==> config.mk <==
export PLATFORM = sky130hd
export DESIGN_NAME = logicnets_layer_seq
export DESIGN_NICKNAME = d
export VERILOG_FILES = /design/src/rtl/logicnets_layer_seq.sv
export SDC_FILE = /design/constraint.sdc
export NUM_CORES = 1
export LEC_CHECK = 0
export CORE_AREA = 2 2 176 178
export CTS_BUF_LIST = sky130_fd_sc_hd__clkbuf_16
export DETAILED_ROUTE_END_ITERATION = 7
export DIE_AREA = 0 0 178 180
export PLACE_DENSITY = 0.6
export SYNTH_ARGS = -nofsm -noshare
export SYNTH_HDL_FRONTEND = slang
export SYNTH_SLANG_ARGS = --single-unit
export TNS_END_PERCENT = 1
==> constraint.sdc <==
create_clock -name clk -period 2.7 [get_ports clk]
set_clock_uncertainty 0.2 [all_clocks]
set_input_delay 0.27 -clock clk [delete_from_list [all_inputs] [get_ports clk]]
set_output_delay 0.27 -clock clk [all_outputs]
set_load 0.03 [all_outputs]
==> src/rtl/logicnets_layer_seq.sv <==
// Sequential LogicNets layer: every neuron is evaluated in turn through one shared truth-table port.
// Optional build macro LUT_REGISTERED_EN: the shared LUT has one cycle of read latency, so one extra drain cycle is added.
module logicnets_layer_seq #(
  parameter int IN_WIDTH    = 16,
  parameter int NUM_NEURONS = 8,
  parameter int FAN_IN      = 6,
  parameter int SEL_W       = $clog2(IN_WIDTH)
) (
  input  logic                                        clk,
  input  logic                                        rst,
  input  logic                                        in_valid,
  output logic                                        in_ready,
  input  logic [IN_WIDTH-1:0]                         in_data,
  input  logic [NUM_NEURONS*FAN_IN*SEL_W-1:0]         conn_map,
  input  logic                                        flush,
  output logic [(NUM_NEURONS > 1 ? $clog2(NUM_NEURONS) : 1)-1:0] lut_sel,
  output logic [FAN_IN-1:0]                           lut_addr,
  input  logic                                        lut_data,
  output logic                                        out_valid,
  input  logic                                        out_ready,
  output logic [NUM_NEURONS-1:0]                      out_data
);

  localparam int NSEL_W = (NUM_NEURONS > 1) ? $clog2(NUM_NEURONS) : 1;
  localparam int IDX_W  = $clog2(NUM_NEURONS + 1);
`ifdef LUT_REGISTERED_EN
  localparam int LAST_IDX = NUM_NEURONS;
  localparam int WR_LAG   = 1;
`else
  localparam int LAST_IDX = NUM_NEURONS - 1;
  localparam int WR_LAG   = 0;
`endif

  typedef enum logic [1:0] {IDLE, EVAL, DONE} state_t;

  state_t                  state_reg;
  logic [IN_WIDTH-1:0]     frame_reg;
  logic [IDX_W-1:0]        idx_reg;
  logic [NUM_NEURONS-1:0]  out_data_reg;
  logic                    out_valid_reg;
  logic                    in_ready_reg;
  logic [NUM_NEURONS*FAN_IN-1:0] addr_flat;

  // Address bits of every neuron, gathered from the captured frame.
  // Out-of-range connectivity indices match no frame bit and so read as 0.
  genvar gi, gk;
  generate
    for (gi = 0; gi < NUM_NEURONS; gi++) begin : g_neuron
      for (gk = 0; gk < FAN_IN; gk++) begin : g_bit
        logic [SEL_W-1:0] field;
        logic             bit_val;
        assign field = conn_map[(gi*FAN_IN + gk)*SEL_W +: SEL_W];
        always_comb begin
          bit_val = 1'b0;
          for (int j = 0; j < IN_WIDTH; j++) begin
            if (int'(field) == j) bit_val = frame_reg[j];
          end
        end
        assign addr_flat[gi*FAN_IN + gk] = bit_val;
      end
    end
  endgenerate

  // The drain cycle (idx == NUM_NEURONS) matches no neuron and presents zeros.
  always_comb begin
    lut_sel  = '0;
    lut_addr = '0;
    if (state_reg == EVAL) begin
      for (int n = 0; n < NUM_NEURONS; n++) begin
        if (int'(idx_reg) == n) begin
          lut_sel  = NSEL_W'(n);
          lut_addr = addr_flat[n*FAN_IN +: FAN_IN];
        end
      end
    end
  end

  always_ff @(posedge clk) begin
    if (rst) begin
      state_reg     <= IDLE;
      idx_reg       <= '0;
      frame_reg     <= '0;
      out_data_reg  <= '0;
      out_valid_reg <= 1'b0;
      in_ready_reg  <= 1'b1;
    end else if (flush) begin
      state_reg     <= IDLE;
      idx_reg       <= '0;
      out_data_reg  <= '0;
      out_valid_reg <= 1'b0;
      in_ready_reg  <= 1'b1;
    end else begin
      case (state_reg)
        IDLE: begin
          if (in_valid) begin
            frame_reg    <= in_data;
            out_data_reg <= '0;
            idx_reg      <= '0;
            in_ready_reg <= 1'b0;
            state_reg    <= EVAL;
          end
        end
        EVAL: begin
          // With a registered LUT the data returning now belongs to the previous index.
          for (int n = 0; n < NUM_NEURONS; n++) begin
            if (int'(idx_reg) - WR_LAG == n) out_data_reg[n] <= lut_data;
          end
          if (int'(idx_reg) == LAST_IDX) begin
            out_valid_reg <= 1'b1;
            state_reg     <= DONE;
          end else begin
            idx_reg <= idx_reg + IDX_W'(1);
          end
        end
        DONE: begin
          if (out_ready) begin
            out_valid_reg <= 1'b0;
            in_ready_reg  <= 1'b1;
            state_reg     <= IDLE;
          end
        end
        default: begin
          out_valid_reg <= 1'b0;
          in_ready_reg  <= 1'b1;
          state_reg     <= IDLE;
        end
      endcase
    end
  end

  assign in_ready  = in_ready_reg;
  assign out_valid = out_valid_reg;
  assign out_data  = out_data_reg;

endmodule

==> flow_summary.yaml, run 1 <==
synth:
  synth_flop_cell: "dfxtp_1"
  seq_area_frac_synth_pct: 7.17
  synth_fp_nets: 1291
  synth-seq-cells: 32
  ys_async_sr_fraction_pct: 0
  yosys-top-cells-area: "mux4_2 29%, dfxtp_1 7.2%, mux2i_1 7.1%"
  ys_warn_count: 0
  synth.avg_cell_area_um2: 8.33
  synth_area_um2: 8930
  syn_inst: 1073
  synth_edf_count: 0
  yosys.area.top_type: "mux4_2"
  yosys.area.top_type_share_pct: 29.5
  synthDistinctLibCells: 75
pwr:
  p_leak_nw: 5.49
  peakVddDrop_mv: 0.267
  power_mw: 2.83
  pwr_density_cell_nw_per_um2: 198
worst_setup_path:
  r2r_start: "idx_reg[0]$_SDFFE_PP0P_"
  rrSetupSlack_ns: 0.36
  r2r_end: "idx_reg[3]$_SDFFE_PP0P_"
  crit_path_max_fanout: 8
  critical_path_arrival_ns: 2.67
  r2r_cells: 9
  worstPathRequired_ns: 2.23
  worst-setup-path-type: "flip-flop to primary output"
  worstSetupStartpointType: "flip-flop"
  end_kind: "primary output"
routing:
  drt-total-wl_um: 43200
  ant_nets: 0
  wl_per_cell_um: 23.3
  route.detailed.drc: 0
  vias: 11266
  drt_first_pass_iters: 6
  drt_iter0_drc: 1185
  vias_per_cell: 6.08
outcome:
  status: "finished with violations"
  violations: "negative setup slack"
floorplanning:
  dieHeight_um: 180
  rows: 64
  die-area_um2: 32000
  die_w_um: 178
  start_util_pct: 29.6
  pin_count: 233
  core_area_um2: 30200
timing:
  whs_ns: 0.265
  finalHoldViolations: 0
  relSlewSlack_pct: 68.4
  setup_slack_ns: -0.440
  worstMarginPinSlew_ns: 0.466
  rsz0062_at_grt: "yes"
  post-route-period-util_pct: 116
  setup_viol: 6
  finalMaxSlewViolations: 0
  fmax_ghz: 0.318
  post-route-min-period_ns: 3.14
grt:
  grt_max_degree: 29
  grt_pass1_wl_um: 65100
  grt_pass1_vias: 11041
  antenna_found_initial: 2
  grt_usage_pct: 26.3
  gr-total-overflow: 0
clock_tree:
  hold_buffers: 0
  cts_tree: "built"
  cts_buffers: 5
  htree_levels: 2
  clock_latency_ns: 0.27
  cts-root-buf: "clkbuf_16"
  clk_path_buf_depth: 2
  clkTransAtPathRegs_ns: 0.05
  clock_sinks: 32
hold_path:
  hp-start: "out_data[0]$_SDFFE_PP0P_"
  whs_path_depth: 2
  whs_endpoint: "out_data[0]$_SDFFE_PP0P_"
  min_path_type: "flip-flop to flip-flop"
layout:
  fin_nets: 1673
  synthToLayoutAreaGrowth_pct: 59.6
  layout-drive-gt1-share_pct: 35.5
  largest_reg_flops: 16
job:
  drv_cap: 0
place:
  post-dp-hpwl_um: 33300
  place_ws_ns: -0.837
  port_buffers: 232
  gp_congestion: 0.936
## metrics by stage
stage	TNS (ns)	utilization [%]	instances	instance area, um^2
floorplan	-0.168	-	1073	8970
global placement	-3.19	45.0	1834	13600
detailed placement	-3.35	45.0	1834	13600
CTS	-2.32	46.3	1846	14000
global route	-2.77	47.2	1851	14300
finish	-2.47	47.2	1854	14300
## kinds of logic after synthesis
group / synth area share, %
multiplexers: 42.8
XOR/XNOR: 0.294
AO/OA/AOI/OAI: 22.3
adder cells (fa/ha/maj): 0.560
buffers and inverters: 8.07
flip-flops: 7.17
AND/OR/NAND/NOR: 18.8
## worst max-delay path by stage
stage / start / end / cells after the start
final: frame_reg[15]$_SDFFE_PP0P_ / lut_addr[1] / 9
after global routing: frame_reg[7]$_SDFFE_PP0P_ / lut_addr[2] / 10
after CTS: frame_reg[4]$_SDFFE_PP0P_ / lut_addr[1] / 8
after detailed placement: conn_map[28] / lut_addr[1] / 9
after global placement: conn_map[28] / lut_addr[1] / 9
after floorplan: frame_reg[13]$_SDFFE_PP0P_ / lut_addr[3] / 7
## repair_timing
| item | in CTS | in global routing |
|---|---|---|
| endpoints found under the setup margin | 8 | 8 |
| gates resized for setup | 79 | 55 |
| setup buffers | 5 | 5 |
| hold endpoints to repair | 0 | 0 |
| pin swaps | 16 | 19 |
## cells in the mapped netlist (14+ instances only)
master / number
o21ai_1: 16
nor2b_1: 16
dfxtp_1: 32
nor3_1: 20
a211oi_1: 19
inv_1: 31
mux4_2: 117
clkbuf_1: 97
mux4_1: 14
mux2i_1: 63
o211ai_1: 27
a21oi_1: 76
nand3_1: 27
mux2_2: 17
o21ai_0: 50
buf_2: 35
a31oi_1: 14
nor3b_1: 17
nor2_1: 68
o22ai_1: 16
nand2_1: 121
## area by class of cell
cell class / instances / area (um^2)
Antenna cell: 3 / 7.51
Timing Repair Buffer: 519 / 4900
Inverter: 33 / 124
Clock inverter: 2 / 8.76
Sequential cell: 32 / 686
Multi-Input combinational cell: 864 / 7920
Tap cell: 396 / 495
Clock buffer: 5 / 125
Fill cell: 2850 / 15900
## worst max-delay path, stage by stage (launching register included)
cell and delay [ns]:
dfxtp_4 0.37, buf_12 0.15, buf_4 0.16, mux4_2 0.45, mux4_2 0.54, nor2_2 0.16, a311oi_2 0.07, a31oi_2 0.23
o22ai_2 0.11, buf_6 0.16
## cell usage in the layout, fill, tap and decap left out, types with 9 or more instances in the layout
master,n
nand3b_1,12
o22ai_1,14
a31oi_1,12
o21ai_0,46
dfxtp_1,14
o211ai_1,27
dfxtp_4,9
nand2b_1,12
nand3_1,25
a21oi_1,69
mux2_2,16
dlygate4sd2_1,9
dfxtp_2,9
buf_12,28
mux4_2,119
mux2i_1,63
nand4_1,10
nor3_1,20
nand2_1,120
buf_6,14
mux4_1,12
a211oi_1,16
inv_1,30
buf_4,246
nor2b_1,15
o21ai_1,20
clkdlybuf4s50_1,211
nor2_1,66
nor3b_1,16
## layer usage
layer	vias up	global-route usage [%]	part of all wire [%]
met4	0	8.39	3.2
met3	94	5.84	11
met1	5470	33.7	39
met2	733	43.5	48
li1	4969	-	-
met5	-	0	0
## where the power goes
part / leakage (nW) / internal (mW) / switching (mW)
clock: 0.0709 / 0.330 / 0.191
sequential: 0.271 / 0.483 / 0.0311
combinational: 5.14 / 0.979 / 0.812
total: 5.49 / 1.79 / 1.03
No activity file was read; power rests on OpenSTA's default activity.
==> inputs of run 2 (changes only) <==
--- a/config.mk
+++ b/config.mk
@@ -7,6 +7,7 @@
 export LEC_CHECK = 0
 export CORE_AREA = 2 2 176 178
 export CTS_BUF_LIST = sky130_fd_sc_hd__clkbuf_16
+export CTS_CLUSTER_DIAMETER = 100
 export DETAILED_ROUTE_END_ITERATION = 7
 export DIE_AREA = 0 0 178 180
 export PLACE_DENSITY = 0.6
==> results of run 2 <==
The final DEF is identical to that of run 1; final timing and power are the same.
==> inputs of run 3 (changes only) <==
--- a/config.mk
+++ b/config.mk
@@ -10,7 +10,8 @@
 export CTS_CLUSTER_DIAMETER = 100
 export DETAILED_ROUTE_END_ITERATION = 7
 export DIE_AREA = 0 0 178 180
-export PLACE_DENSITY = 0.6
+export PLACE_DENSITY_LB_ADDON = 0.12
+export REMOVE_ABC_BUFFERS = 1
 export SYNTH_ARGS = -nofsm -noshare
 export SYNTH_HDL_FRONTEND = slang
 export SYNTH_SLANG_ARGS = --single-unit
==> flow_summary.yaml, run 3 (synthesis gave the netlist of run 1 again) <==
hold_path:
  hp-start: "frame_reg[13]$_SDFFE_PP0P_"
  whs_endpoint: "frame_reg[13]$_SDFFE_PP0P_"
  whs_path_depth: 2
  min_path_type: "flip-flop to flip-flop"
place:
  post-dp-hpwl_um: 35200
  place_ws_ns: -0.792
  gp_congestion: 0.891
  port_buffers: 232
grt:
  grt_usage_pct: 26.9
  grt_pass1_vias: 10868
  grt_pass1_wl_um: 66300
  gr-total-overflow: 0
  antenna_found_initial: 0
  grt_max_degree: 21
clock_tree:
  cts_buffers: 5
  htree_levels: 2
  cts-root-buf: "clkbuf_16"
  clock_sinks: 32
  clock_latency_ns: 0.28
  cts_tree: "built"
  clkTransAtPathRegs_ns: 0.05
  clk_path_buf_depth: 2
timing:
  post-route-min-period_ns: 3.19
  whs_ns: 0.290
  finalMaxSlewViolations: 0
  setup_slack_ns: -0.493
  finalHoldViolations: 0
  final.setup.tns_ns: -2.72
  post-route-period-util_pct: 118
  fmax_ghz: 0.313
  worstMarginPinSlew_ns: 0.518
  relSlewSlack_pct: 64.9
  rsz0062_at_grt: "yes"
  setup_viol: 6
routing:
  drt-total-wl_um: 44200
  vias_per_cell: 5.88
  vias: 11147
  ant_nets: 0
  wl_per_cell_um: 23.3
  drt_first_pass_iters: 5
  drt_iter0_drc: 950
  route.detailed.drc: 0
floorplanning:
  core_area_um2: 30200
  dieHeight_um: 180
  die_w_um: 178
  rows: 64
  die-area_um2: 32000
  start_util_pct: 29.6
  pin_count: 233
layout:
  layout_common_cells: "295 x buf_4, 218 x clkdlybuf4s50_1, 120 x nand2_1"
  final_common_cell: "buf_4"
  largest_reg_flops: 16
  fin_nets: 1718
  synthToLayoutAreaGrowth_pct: 62.1
  layout-drive-gt1-share_pct: 36.1
  insertedDiodeCount: 0
worst_setup_path:
  path_delay_family: "compound AO/OA/AOI/OAI gates"
  r2r_end: "idx_reg[3]$_SDFFE_PP0P_"
  slowest_delay_ns: 0.49
  critical_path_arrival_ns: 2.72
  crit_path_max_fanout: 8
  r2r_start: "idx_reg[0]$_SDFFE_PP0P_"
  r2r_cells: 8
  cp_common_cell: "buf_12"
  end_kind: "primary output"
  worst-setup-path-type: "flip-flop to primary output"
  rrSetupSlack_ns: 0.37
  crit_buf_inv: 2
  crit_path_top_delay_cell: "dfxtp_4"
  worstSetupStartpointType: "flip-flop"
  worstPathRequired_ns: 2.23
  crit_path_cell_trace: "buf_12 -> mux2i_2 -> a211oi_2 -> a31oi_1 -> a221o_1 -> nor4b_2 -> or3_4 -> o41ai_4 -> buf_12"
pwr:
  peakVddDrop_mv: 0.205
  power_mw: 2.90
  pwr_density_cell_nw_per_um2: 200
  p_leak_nw: 5.65
job:
  drv_cap: 0
outcome:
  violations: "negative setup slack"
  status: "finished with violations"
run 3: report_power, final:
part / leakage, nW / total (mW) / internal, mW / switching (mW)
Sequential: 0.269 / 0.522 / 0.485 / 0.0372
Combinational: 5.31 / 1.83 / 1.02 / 0.813
Clock: 0.0710 / 0.546 / 0.335 / 0.211
run 3: per-stage QoR:
stage	instances	area [um^2]	util [%]
3_3_place_gp	1880	14000	46.3
6_report	1897	14500	48.0
2_1_floorplan	929	8340	-
3_5_place_dp	1880	14000	46.3
5_1_grt	1897	14500	48.0
4_1_cts	1897	14400	47.8
run 3: worst reg2reg max path, stage by stage, from the launching register on:
cell,delay (ns)
dfxtp_1,0.35
buf_4,0.15
ha_1,0.24
and2_1,0.17
buf_4,0.16
a211oi_1,0.43
nand4_1,0.20
xor2_1,0.18
nor3b_1,0.17
run 3: how the worst max path moves through the flow:
stage	depth (start not counted)	endpoint	startpoint
after global routing	9	lut_addr[2]	frame_reg[0]$_SDFFE_PP0P_
final	9	lut_addr[2]	frame_reg[0]$_SDFFE_PP0P_
after detailed placement	8	lut_addr[1]	conn_map[28]
after global placement	8	lut_addr[1]	conn_map[28]
after CTS	8	lut_addr[1]	frame_reg[15]$_SDFFE_PP0P_
after floorplan	7	lut_addr[2]	frame_reg[8]$_SDFFE_PP0P_
run 3: layout make-up:
type,count,area [um^2]
Sequential cell,32,676
Fill cell,2925,15700
Tap cell,396,495
Inverter,33,124
Multi-Input combinational cell,864,7800
Clock inverter,3,13.8
Timing Repair Buffer,564,5250
Clock buffer,5,125
run 3: timing repair:
| item | 4_1_cts | 5_1_grt |
|---|---|---|
| setup buffers | 10 | 0 |
| setup endpoints to repair | 8 | 7 |
| pin swaps | 12 | 2 |
| gates resized for setup | 54 | 14 |
| hold buffers | 0 | 0 |
run 3: metal layers:
layer  GRT usage [%]  routed length, um  vias up
met3            3.00               3130       65
met2            44.3              21100      542
met4            6.82               1140        0
li1                -                  -     5069
met5               0                  0        -
met1            37.4              18900     5471
==> patch 1 (config.mk and constraints of run 3) <==
Reset style: asynchronous (`rst`), changed in one clocked block.
--- a/src/rtl/logicnets_layer_seq.sv
+++ b/src/rtl/logicnets_layer_seq.sv
@@ -76,5 +76,5 @@
   end
 
-  always_ff @(posedge clk) begin
+  always_ff @(posedge clk or posedge rst) begin
     if (rst) begin
       state_reg     <= IDLE;
Function: changed (Yosys sat finds a counterexample within 4 cycles, from zero or initial values and one cycle with rst high; the reset may be asserted at any time).
==> patch 1 against run 3 <==
  * The flow still finishes with violations (negative setup slack)
  * Register-to-register slack better by 0.19 ns
  * Sequential cell count unchanged
  * Final area down 0.84%
  * Area after synthesis up 0.98%
  * Sequential share of layout area up 0.96 points
  * Worst hold slack worse by 0.090 ns
  * Setup slack worse by 0.16 ns
  * Routed wire length up 0.24%
  * Largest cell class unchanged
  * Final cell count up 0.21%
  * Highest routed layer is now met5
  * Critical path type unchanged
  * Non-clock buffer count up 8
Power is not compared: it rests on default switching activity, and its combinational part moved more than twofold at a synthesized area within 25%.
==> patch 1: results (changes against run 3) <==
- Setup tns final: -3.48 ns (was -2.72 ns)
- Reg2reg setup slack: 0.56 ns (was 0.37 ns)
- Yosys cell types: 78 (was 75)
- Adder-cell area share of the yosys netlist: 0.00555 (was 0.00560)
- WL met2: 20,900 µm (was 21,100 µm)
- Final Routed Wirelength: 44,300 µm (was 44,200 µm)
- Worst skew pair latency: 0.28 ns (about the same)
- Placed insts: 1,890 (was 1,880)
- CP arrival: 2.88 ns (was 2.72 ns)
- CP Launch Point: frame_reg[0] (unchanged)
- DR top layer: met5 (was met4)
- Async S/R FF share, synth: 1.00 (was 0)
- Synth top cells by count: 119 x mux4_2, 97 x o21ai_0, 91 x nand2_1, 89 x clkbuf_1, 71 x mux2i_1 (was 121 x nand2_1, 117 x mux4_2, 97 x clkbuf_1, 76 x a21oi_1, 68 x nor2_1)
- Grt met2 use: 0.442 (was 0.443)
- Critical path endpoint: lut_addr[0] (was lut_addr[2])
- WL/cell: 23.3 µm (about the same)
- Metal-1 WL: 18,900 µm (about the same)
- CP max-delay cell: mux4_2 (was dfxtp_4)
- Outcome: finished with violations (unchanged)
- GR Util met1: 0.380 (was 0.374)
- Worst relative slew slack: 0.616 (was 0.649)
- Main synth FF type: dfrtp_1 (was dfxtp_1)
- Vias in the first global route: 11,000 (was 10,900)
- Mean Syn Cell Area: 8.44 µm² (was 8.33 µm²)
- Final worst slack: -0.652 ns (was -0.493 ns)
- All-layer global routing usage: 0.272 (was 0.269)
- Critical Path Fanout Max: 9 (was 8)
- FF-to-FF path depth: 9 (was 8)
- Portion of netlist area occupied by mux cells: 0.411 (was 0.428)
- YS warnings: 0 (unchanged)
- Drt initial violations: 1,141 (was 950)
- RePlAce Congestion: 0.911 (was 0.891)
- Dpl ws: -0.683 ns (was -0.792 ns)
- Worst Hold Slack: 0.199 ns (was 0.290 ns)
- Worst hold path class: input port to asynchronous set/reset pin (was flop to flop)
- Register area share after synthesis: 0.0889 (was 0.0717)
- Met3 GRT Util: 0.0343 (was 0.0300)
- Post-DP Area: 14,000 µm² (about the same)
- Dpl hpwl: 35,000 µm (was 35,200 µm)
- Fillers: 2,884 (was 2,925)
- Routed length on met3: 3430 µm (was 3130 µm)
- Post-Synth XOR/XNOR Area: 0.00194 (was 0.00294)
- Largest net degree at the start of global routing: 33 (was 21)
- R2R Path End: idx_reg[3] (unchanged)
- Setup violators final: 6 (unchanged)
- ANT cells: 0 (unchanged)
- Layout net count: 1,722 (was 1,718)
- Failing checks: negative setup slack (unchanged)
- Top delay family on crit path: multiplexers (was compound AO/OA/AOI/OAI gates)
- Synth Area in Compound Gates: 0.241 (was 0.223)
[patch 1: cell types whose count changed in the layout (fill, tap and decap cells not counted), sizes merged, moves of 17 or more]
cell | before | now
nand2 | 121 | 91
o21ai | 66 | 101
dfxtp | 32 | 0
a31oi | 14 | 31
dfrtp | 0 | 31
a21oi | 76 | 50
[patch 1: metrics by stage]
stage	power (mW)	util
global placement	5.44	0.465
global route	6.67	0.476
CTS	6.28	0.475
floorplan	2.72	-
detailed placement	5.46	0.465
finish	6.35	0.476
[patch 1: timing repair]
action | 4_1_cts | 5_1_grt
buffers inserted | 3 | 0
pin swaps | 14 | 7
gates resized for setup | 25 | 3
setup endpoints to repair | 7 | 6
[patch 1: cell type report]
class                   count  area [µm²]  share of cell area
clock buffers               5         125             0.00871
repair buffers            572        5150               0.358
well taps                 396         495              0.0345
flip-flops and latches     32         808              0.0563
clock inverters             3        42.5             0.00296
inverters                  31         116             0.00810
multi-input cells         862        7620               0.531
==> patch 2 (config.mk and constraints of run 3) <==
Without the edit above. Set the parameter `FAN_IN` to 3 (it was 6).
--- a/src/rtl/logicnets_layer_seq.sv
+++ b/src/rtl/logicnets_layer_seq.sv
@@ -4,5 +4,5 @@
   parameter int IN_WIDTH    = 16,
   parameter int NUM_NEURONS = 8,
-  parameter int FAN_IN      = 6,
+  parameter int FAN_IN      = 3,
   parameter int SEL_W       = $clog2(IN_WIDTH)
 ) (
Ports: changed (resized conn_map and lut_addr); port bits go from 233 to 134. No check against the original RTL was run, so the function may have changed too.
==> patch 2 against run 3 <==
  * Critical path type unchanged
  * Final area is 39% lower
  * Largest cell class unchanged
  * Via count is 41% lower
  * Sequential cell count unchanged
  * Combinational power decreased by 44%
  * Total power fell by 28%
  * The flow still finishes with violations (negative setup slack)
  * Critical path depth unchanged
  * Highest routed layer unchanged
  * Die area did not move
  * Synthesized cell count decreased by 36%
  * Critical endpoint is now lut_addr[0]
  * Area after synthesis shrank 39%
  * Setup slack better by 0.24 ns
  * Routed wire length fell by 37%
  * Sequential power shrank 3%
==> patch 2: results (changes against run 3) <==
- Grt met2 use: 0.293 (was 0.443)
- Outcome: finished with violations (unchanged)
- Via density per instance: 5.01 (was 5.88)
- Register area share after synthesis: 0.117 (was 0.0717)
- All-layer global routing usage: 0.173 (was 0.269)
- Leakage power total: 3.27 nW (was 5.65 nW)
- Final Routed Wirelength: 28,000 µm (was 44,200 µm)
- Largest net degree at the start of global routing: 19 (was 21)
- GR Util met1: 0.240 (was 0.374)
- Setup violators final: 3 (was 6)
- Fillers: 3,165 (was 2,925)
- Final worst slack: -0.249 ns (was -0.493 ns)
- Layout cell share with drive strength beyond 1: 0.307 (was 0.361)
- Async S/R FF share, synth: 0 (unchanged)
- Int Power: 1.37 mW (was 1.84 mW)
- Synth top cells by count: 76 x nand2_1, 51 x mux2i_1, 50 x a21oi_1, 46 x mux4_2, 44 x clkbuf_1 (was 121 x nand2_1, 117 x mux4_2, 97 x clkbuf_1, 76 x a21oi_1, 68 x nor2_1)
- Failing checks: negative setup slack (unchanged)
- Dominant cells by area after synthesis: mux4_2 19%, dfxtp_1 12%, mux2i_1 9.3%, nand2_1 5.2%, a21oi_1 4.6% (was mux4_2 29%, dfxtp_1 7.2%, mux2i_1 7.1%, nand2_1 5.1%, a21oi_1 4.3%)
- Critical Path Fanout Max: 15 (was 8)
- IR Drop Worst-Case VDD: 0.000255 V (was 0.000205 V)
- Mean Syn Cell Area: 7.93 µm² (was 8.33 µm²)
- RePlAce Congestion: 0.798 (was 0.891)
- CP arrival: 2.48 ns (was 2.72 ns)
- Dpl hpwl: 21,400 µm (was 35,200 µm)
- Top-area cell type share of the netlist area: 0.190 (was 0.295)
- Layout net count: 1,043 (was 1,718)
- Post-DP Area: 8450 µm² (was 14,000 µm²)
- Placed insts: 1,302 (was 1,880)
- First-pass GRT wire length: 42,000 µm (was 66,300 µm)
- Vias: 6,592 (was 11,100)
- Worst Max-Slew Pin Slew: 0.463 ns (was 0.518 ns)
- Yosys cell types: 69 (was 75)
- Drt initial violations: 539 (was 950)
- Met3 GRT Util: 0.0178 (was 0.0300)
-- patch 2: repair_timing --
| action | in CTS | in global routing |
|---|---|---|
| setup endpoints to repair | 6 | 4 |
| hold endpoints to repair | 0 | 0 |
| setup buffers | 7 | 1 |
| gates resized for setup | 42 | 16 |
| pin swaps | 8 | 8 |
-- patch 2: cell families after synthesis --
kind of cell    share of synthesized area
flops                               0.117
xor+xnor                          0.00481
mux                                 0.329
fa+ha+maj                         0.00916
compound gates                      0.221
simple gates                        0.237
buf+inv                            0.0820
-- patch 2: path summary, 6_finish.rpt --
path | startpoint | end | slack [ns] | cells after the start
worst max register to register | idx_reg[3] | out_data[6] | 0.79 | 6
worst min register to register | out_valid | out_valid | 0.25 | 2
worst max-delay path | frame_reg[0] | lut_addr[0] | -0.25 | 9
worst min-delay path | out_valid | out_valid | 0.25 | 2
-- patch 2: final cells by class --
cell class,instances,share of cell area
clock buffers,5,0.0142
clock inverters,2,0.000993
inverters,23,0.00979
multi-input cells,551,0.512
flip-flops and latches,32,0.0742
well taps,396,0.0562
repair buffers,308,0.333
-- patch 2: worst max-delay path, stage by stage (launching register included) --
cell and delay (ns):
dfxtp_2 0.33, buf_4 0.21, mux4_2 0.47, nor2b_1 0.14, a211oi_1 0.22, a211oi_1 0.08
o211ai_1 0.30, buf_4 0.19, a31oi_4 0.10, buf_12 0.15
-- patch 2: layer usage --
layer / share of wire / routed length (µm)
met2: 0.48 / 13500
met1: 0.46 / 13000
met5: 0 / 0
met3: 0.044 / 1240
met4: 0.0098 / 274
-- patch 2: per-stage QoR --
step                      setup TNS, ns  setup slack, ns   util  power (mW)
after CTS                        -0.749           -0.258  0.290        2.08
after global placement            -1.45           -0.708  0.280        1.52
after detailed placement          -1.59           -0.759  0.280        1.52
after floorplan                  -0.300           -0.226      -       0.865
final                            -0.694           -0.249  0.292        2.08
after global routing             -0.990           -0.336  0.292        2.20
-- patch 2: power groups by stage --
stage	Sequential (mW)	Clock (mW)	Combinational (mW)
after floorplan	0.544	0	0.321
after global placement	0.516	0	1.00
after detailed placement	0.516	0	0.999
after CTS	0.507	0.547	1.02
after global routing	0.509	0.584	1.10
final	0.507	0.540	1.03
